## config.mk

```make
export PLATFORM = sky130hd
export DESIGN_NAME = mem_port_arbiter_flat
export DESIGN_NICKNAME = d
export VERILOG_FILES = /design/src/rtl/mem_port_arbiter_if.sv /design/src/rtl/mem_port_arbiter.sv /design/src/flat_wrapper.sv
export SDC_FILE = /design/constraint.sdc
export NUM_CORES = 1
export LEC_CHECK = 0
export CAP_MARGIN = 20
export CORE_ASPECT_RATIO = 0.9
export CORE_MARGIN = 10
export CORE_UTILIZATION = 43
export CTS_CLUSTER_SIZE = 12
export DETAILED_ROUTE_END_ITERATION = 10
export GPL_ROUTABILITY_DRIVEN = 0
export PLACE_DENSITY = 0.87
export SYNTH_ARGS = -nofsm -noshare
export SYNTH_HDL_FRONTEND = slang
export SYNTH_SLANG_ARGS = --single-unit
export TNS_END_PERCENT = 50
```

## constraint.sdc

```tcl
create_clock -name clk -period 2 [get_ports clk]
set_clock_uncertainty 0.05 [all_clocks]
set_input_delay 0.4 -clock clk [delete_from_list [all_inputs] [get_ports clk]]
set_output_delay 0.4 -clock clk [all_outputs]
set_load 0.02 [all_outputs]
```

## src/rtl/mem_port_arbiter_if.sv

```systemverilog
`default_nettype none
// ============================================================================
// mem_port_arbiter_if
// CPU, debug and memory-side signals of the shared memory port arbiter.
// Revision: 1.0
// ============================================================================
interface mem_port_arbiter_if #(
    parameter int ADDR_W = 8,
    parameter int DATA_W = 32
);
    logic              cpu_req;
    logic              cpu_we;
    logic [ADDR_W-1:0] cpu_addr;
    logic [DATA_W-1:0] cpu_wdata;
    logic [DATA_W-1:0] cpu_rdata;
    logic              cpu_ready;
    logic              dbg_req;
    logic              dbg_we;
    logic [ADDR_W-1:0] dbg_addr;
    logic [DATA_W-1:0] dbg_wdata;
    logic [DATA_W-1:0] dbg_rdata;
    logic              dbg_ready;
    logic              dbg_hold;
    logic [ADDR_W-1:0] mem_addr;
    logic              mem_we;
    logic [DATA_W-1:0] mem_wdata;
    logic [DATA_W-1:0] mem_rdata;
    logic              busy;
    logic              owner;

    // Requesters and memory macro side
    modport master (
        output cpu_req, cpu_we, cpu_addr, cpu_wdata,
        input  cpu_rdata, cpu_ready,
        output dbg_req, dbg_we, dbg_addr, dbg_wdata, dbg_hold,
        input  dbg_rdata, dbg_ready,
        input  mem_addr, mem_we, mem_wdata,
        output mem_rdata,
        input  busy, owner
    );

    // Arbiter side
    modport slave (
        input  cpu_req, cpu_we, cpu_addr, cpu_wdata,
        output cpu_rdata, cpu_ready,
        input  dbg_req, dbg_we, dbg_addr, dbg_wdata, dbg_hold,
        output dbg_rdata, dbg_ready,
        output mem_addr, mem_we, mem_wdata,
        input  mem_rdata,
        output busy, owner
    );
endinterface
`default_nettype wire

```

## src/rtl/mem_port_arbiter.sv

```systemverilog
`default_nettype none
// ============================================================================
// mem_port_arbiter
// Round-robin sharing of one unified memory between CPU and debug/loader port.
// Revision: 1.0
// ============================================================================
module mem_port_arbiter #(
    parameter int ADDR_W  = 8,
    parameter int DATA_W  = 32,
    parameter int MEM_LAT = 1
) (
    input  wire logic           clk,
    input  wire logic           rst_n,
    mem_port_arbiter_if.slave   bus
);
    localparam int                 c_CNT_W    = $clog2(MEM_LAT + 1);
    localparam logic [c_CNT_W-1:0] c_CNT_LOAD = c_CNT_W'(MEM_LAT - 1);

    typedef enum logic [1:0] {
        S_IDLE   = 2'd0,
        S_ACCESS = 2'd1,
        S_WAIT   = 2'd2,
        S_DONE   = 2'd3
    } state_t;

    state_t              r_state;
    state_t              w_next;
    logic                r_last;
    logic                r_owner;
    logic                r_is_write;
    logic [c_CNT_W-1:0]  r_cnt;
    logic [ADDR_W-1:0]   r_mem_addr;
    logic                r_mem_we;
    logic [DATA_W-1:0]   r_mem_wdata;
    logic [DATA_W-1:0]   r_cpu_rdata;
    logic [DATA_W-1:0]   r_dbg_rdata;

    logic                w_c;
    logic                w_d;
    logic                w_grant;
    logic                w_grant_dbg;

    always_comb begin
        w_c         = bus.cpu_req & ~bus.dbg_hold;
        w_d         = bus.dbg_req;
        w_grant     = 1'b0;
        w_grant_dbg = 1'b0;
        w_next      = r_state;
        case (r_state)
            S_IDLE: begin
                // On a tie the port not served most recently wins
                if (w_c && w_d) begin
                    w_grant     = 1'b1;
                    w_grant_dbg = ~r_last;
                end else if (w_c) begin
                    w_grant     = 1'b1;
                    w_grant_dbg = 1'b0;
                end else if (w_d) begin
                    w_grant     = 1'b1;
                    w_grant_dbg = 1'b1;
                end
                if (w_grant) begin
                    w_next = S_ACCESS;
                end
            end
            S_ACCESS: w_next = S_WAIT;
            S_WAIT: begin
                if (r_cnt == '0) begin
                    w_next = S_DONE;
                end
            end
            S_DONE:   w_next = S_IDLE;
            default:  w_next = S_IDLE;
        endcase
    end

    always_ff @(posedge clk or negedge rst_n) begin
        if (!rst_n) begin
            r_state     <= S_IDLE;
            r_last      <= 1'b1;
            r_owner     <= 1'b0;
            r_is_write  <= 1'b0;
            r_cnt       <= '0;
            r_mem_addr  <= '0;
            r_mem_we    <= 1'b0;
            r_mem_wdata <= '0;
            r_cpu_rdata <= '0;
            r_dbg_rdata <= '0;
        end else begin
            r_state  <= w_next;
            r_mem_we <= 1'b0;
            if (w_grant) begin
                r_last      <= w_grant_dbg;
                r_owner     <= w_grant_dbg;
                r_cnt       <= c_CNT_LOAD;
                r_mem_addr  <= w_grant_dbg ? bus.dbg_addr  : bus.cpu_addr;
                r_mem_we    <= w_grant_dbg ? bus.dbg_we    : bus.cpu_we;
                r_is_write  <= w_grant_dbg ? bus.dbg_we    : bus.cpu_we;
                r_mem_wdata <= w_grant_dbg ? bus.dbg_wdata : bus.cpu_wdata;
            end
            if (r_state == S_WAIT) begin
                if (r_cnt != '0) begin
                    r_cnt <= r_cnt - 1'b1;
                end else if (!r_is_write) begin
                    if (r_owner) begin
                        r_dbg_rdata <= bus.mem_rdata;
                    end else begin
                        r_cpu_rdata <= bus.mem_rdata;
                    end
                end
            end
        end
    end

    assign bus.mem_addr  = r_mem_addr;
    assign bus.mem_we    = r_mem_we;
    assign bus.mem_wdata = r_mem_wdata;
    assign bus.cpu_rdata = r_cpu_rdata;
    assign bus.dbg_rdata = r_dbg_rdata;
    assign bus.cpu_ready = (r_state == S_DONE) && !r_owner;
    assign bus.dbg_ready = (r_state == S_DONE) &&  r_owner;
    assign bus.busy      = (r_state != S_IDLE);
    assign bus.owner     = r_owner;
endmodule
`default_nettype wire
```

## src/flat_wrapper.sv

```systemverilog
// flat-port wrapper written by rule: the top's interface ports become plain ports
module mem_port_arbiter_flat 
#(
    parameter int ADDR_W  = 8,
    parameter int DATA_W  = 32,
    parameter int MEM_LAT = 1
)
  (clk, rst_n, bus_cpu_req, bus_cpu_we, bus_cpu_addr, bus_cpu_wdata, bus_cpu_rdata, bus_cpu_ready, bus_dbg_req, bus_dbg_we, bus_dbg_addr, bus_dbg_wdata, bus_dbg_hold, bus_dbg_rdata, bus_dbg_ready, bus_mem_addr, bus_mem_we, bus_mem_wdata, bus_mem_rdata, bus_busy, bus_owner);
  mem_port_arbiter_if #(.ADDR_W(ADDR_W), .DATA_W(DATA_W)) bus_i ();
  input  wire logic clk;
  input  wire logic rst_n;
  input wire logic [$bits(bus_i.cpu_req)-1:0] bus_cpu_req;
  input wire logic [$bits(bus_i.cpu_we)-1:0] bus_cpu_we;
  input wire logic [$bits(bus_i.cpu_addr)-1:0] bus_cpu_addr;
  input wire logic [$bits(bus_i.cpu_wdata)-1:0] bus_cpu_wdata;
  output wire logic [$bits(bus_i.cpu_rdata)-1:0] bus_cpu_rdata;
  output wire logic [$bits(bus_i.cpu_ready)-1:0] bus_cpu_ready;
  input wire logic [$bits(bus_i.dbg_req)-1:0] bus_dbg_req;
  input wire logic [$bits(bus_i.dbg_we)-1:0] bus_dbg_we;
  input wire logic [$bits(bus_i.dbg_addr)-1:0] bus_dbg_addr;
  input wire logic [$bits(bus_i.dbg_wdata)-1:0] bus_dbg_wdata;
  input wire logic [$bits(bus_i.dbg_hold)-1:0] bus_dbg_hold;
  output wire logic [$bits(bus_i.dbg_rdata)-1:0] bus_dbg_rdata;
  output wire logic [$bits(bus_i.dbg_ready)-1:0] bus_dbg_ready;
  output wire logic [$bits(bus_i.mem_addr)-1:0] bus_mem_addr;
  output wire logic [$bits(bus_i.mem_we)-1:0] bus_mem_we;
  output wire logic [$bits(bus_i.mem_wdata)-1:0] bus_mem_wdata;
  input wire logic [$bits(bus_i.mem_rdata)-1:0] bus_mem_rdata;
  output wire logic [$bits(bus_i.busy)-1:0] bus_busy;
  output wire logic [$bits(bus_i.owner)-1:0] bus_owner;
  assign bus_i.cpu_req = bus_cpu_req;
  assign bus_i.cpu_we = bus_cpu_we;
  assign bus_i.cpu_addr = bus_cpu_addr;
  assign bus_i.cpu_wdata = bus_cpu_wdata;
  assign bus_cpu_rdata = bus_i.cpu_rdata;
  assign bus_cpu_ready = bus_i.cpu_ready;
  assign bus_i.dbg_req = bus_dbg_req;
  assign bus_i.dbg_we = bus_dbg_we;
  assign bus_i.dbg_addr = bus_dbg_addr;
  assign bus_i.dbg_wdata = bus_dbg_wdata;
  assign bus_i.dbg_hold = bus_dbg_hold;
  assign bus_dbg_rdata = bus_i.dbg_rdata;
  assign bus_dbg_ready = bus_i.dbg_ready;
  assign bus_mem_addr = bus_i.mem_addr;
  assign bus_mem_we = bus_i.mem_we;
  assign bus_mem_wdata = bus_i.mem_wdata;
  assign bus_i.mem_rdata = bus_mem_rdata;
  assign bus_busy = bus_i.busy;
  assign bus_owner = bus_i.owner;
  mem_port_arbiter #(.ADDR_W(ADDR_W), .DATA_W(DATA_W), .MEM_LAT(MEM_LAT)) u_core (.clk(clk), .rst_n(rst_n), .bus(bus_i));
endmodule
```

==> results of run 1 <==
## state kept, by name, summed over array words and instances (netlist names)
register,cells
u_core.bus.cpu_rdata,32
u_core.bus.dbg_rdata,32
u_core.bus.mem_addr,8
u_core.bus.mem_wdata,32
u_core.bus.mem_we,1
u_core.bus.owner,1
u_core.r_cnt,1
u_core.r_is_write,1
u_core.r_last,1
u_core.r_state,2
## metrics by stage
stage	TNS, ns	instances
after detailed placement	-0.0607	819
after global routing	-0.132	836
after floorplan	0	454
after global placement	0	819
final	0	836
after CTS	0	836
## Yosys cell counts, drive strengths merged, types with 2 or more instances
| cell type | n |
|---|---|
| clkbuf | 32 |
| inv | 45 |
| a21o | 3 |
| a221oi | 41 |
| o21ai | 41 |
| nand2 | 2 |
| ha | 4 |
| nor2 | 2 |
| dfrtp | 110 |
| and3 | 41 |
| and3b | 2 |
| a22oi | 41 |
| mux2 | 65 |
| buf | 14 |
## worst paths after layout
| path | startpoint | end | cells past startpoint |
|---|---|---|---|
| setup reg to reg | u_core.r_state[0] | u_core.bus.mem_addr[4] | 7 |
| hold reg to reg | u_core.bus.dbg_rdata[16] | u_core.bus.dbg_rdata[16] | 1 |
| min in group asynchronous | rst_n | u_core.bus.mem_wdata[19] | 2 |
| setup / recovery | u_core.r_state[0] | bus_busy | 4 |
| max in group asynchronous | rst_n | u_core.bus.dbg_rdata[18] | 3 |
| hold / removal | u_core.bus.dbg_rdata[16] | u_core.bus.dbg_rdata[16] | 1 |
## cells by family after synthesis
group	after synthesis	synth area share, %
AOI/OAI and AO/OA	129	17.2
muxes	65	14.8
and+or+nand+nor	54	6.72
adders and majority gates	4	0.940
DFF	111	52.2
buffers and inverters	91	8.15
## metal layers
layer  global-route usage, %  vias up  wire length, um
met5                       0        -                0
met4                    6.32        0              320
met3                    6.24       25             1850
met2                    30.9      254             8190
met1                    24.2     2270             7210
li1                        -     2098                -
## power breakdown
group	internal, W	switching (W)	leakage [nW]
clock	0.000925	0.000811	0.140
combinational	0.00349	0.00346	2.18
sequential	0.00337	0.000683	1.30
## layout make-up
class	count	area, sq um
Clock buffer	11	253
Clock inverter	5	40.0
Fill cell	867	3980
Inverter	45	169
Multi-Input combinational cell	252	2110
Sequential cell	111	2780
Tap cell	160	200
Timing Repair Buffer	252	2540
## critical path, delay by kind of cell (launching register included)
family / cells / cell delay (ns)
flip-flops: 1 / 0.38
adder cells (fa/ha/maj): 1 / 0.25
buffers and inverters: 3 / 0.51
## cell usage in the layout, fill, tap and decap left out, types with 2 or more instances in the layout
master	n
nor2_1	2
clkinvlp_4	2
clkbuf_8	2
dlygate4sd2_1	3
mux2_2	50
inv_2	2
inv_1	43
buf_12	6
buf_6	2
and3_1	41
buf_4	17
mux2_4	15
clkbuf_16	9
o21ai_1	3
nand2_1	2
clkdlybuf4s50_1	222
a221oi_1	41
ha_1	4
a22oi_1	41
dfrtp_1	110
o21ai_0	38
a21o_1	3
## timing repair
item	4_1_cts	5_1_grt
cloned	0	0
hold buffers	1	0
endpoints found under the setup margin	3	43
resized for setup	3	6
endpoints found under the hold margin	26	0
==> run metrics, run 1 <==
total core area 12100 sq um; via/cell ratio 5.56; R2R Setup Slk 0.11 ns; pwr dens 1570 nW/um^2; synthesized area 5330 sq um; Static Leak 3.62 nW; Mapped Avg Cell Area 11.7 sq um; relative slew slack 71.4%; Critical Path AT 1.49 ns; gr ovfl total 0; RSZ-0062 raised after global routing yes; final slew viol count 0; vias in the first global route 4798; Final nets 794; Setup CP Type reg -> out; clock slew at reported path FFs 0.07 ns; Synth async-reset ratio 100%; Cell Rows 38; crit path cell chain inv_1 -> ha_1 -> inv_2 -> dlygate4sd2_1; Die X 137 um; drt total wl 17.6 mm; CP max stage cell dfrtp_1; critical path's largest stage delay 0.38 ns; first-pass GRT wire length 26.8 mm; Least-Margin Pin Slew 0.429 ns; Post-synth EDFFs 0; Area Growth Syn to Fin 52.0%; final setup fails 0; drt drc 0; Vias 4647; Port Buf Inserts 227; Final Util 67.0%; critical path peak fanout 3; pre-CTS setup slack -0.0325 ns; root buf cell clkbuf_16; worst hold slack 0.459 ns; Post-Synthesis Cells 454; Clock Tree Buf Depth 2; Final min period 1.94 ns; 1st-iter DRT viols 376; setup ws final 0.0645 ns; TritonCTS buffer count 9; DRT Pass-1 Iters 5; Most used DFF post-synth dfrtp_1; gr usage total 19.3%; TritonCTS clock tree done; Post-DP HPWL 13.5 mm; number of max-cap violations 0; Yosys top cell by area dfrtp_1; drt wl/cell 21.0 um; critical path required time 1.55 ns; Hold WC Path Type reg -> reg; largest net degree at the start of global routing 45; Worst-Skew Late Latency 0.34 ns; Final Power 0.0127 W; Cell Area, Placed 7790 sq um; antenna cells 0; setup bufs post-CTS 0; Top Ports 228; CP startpoint kind flop; Worst Setup End Kind output port; initial antenna violation count 0; share of post-route cells with drive strength above 1 16.4%; htree depth 3; die area 17200 sq um; starting density of the core 44.1%; register area share after synthesis 52.2%; Tcrit/Tclk final 96.8%; syn nets 577; yosys warns 0; top area cells in the synthesized netlist dfrtp_1 52%, mux2_2 11%, a221oi_1 6.7%; Die Span Y 126 um; Seq cells post-synth 111; ANT nets after route 0; Yosys cell types 29; post-route cell area 8100 sq um; Synth top area share 51.7%; Peak VDD IR 0.000639 V; CTS Sinks 111; FMAX 517 MHz; status complete, no violations; final hold vios 0
Power figures use the tool's default switching activity.
==> run 2: changes to the inputs <==
--- a/config.mk
+++ b/config.mk
@@ -9,6 +9,7 @@
 export CORE_ASPECT_RATIO = 0.9
 export CORE_MARGIN = 10
 export CORE_UTILIZATION = 43
+export CTS_CLUSTER_DIAMETER = 150
 export CTS_CLUSTER_SIZE = 12
 export DETAILED_ROUTE_END_ITERATION = 10
 export GPL_ROUTABILITY_DRIVEN = 0
==> results of run 2 <==
Same layout as run 1: the final DEF is identical, and so are final timing and power.
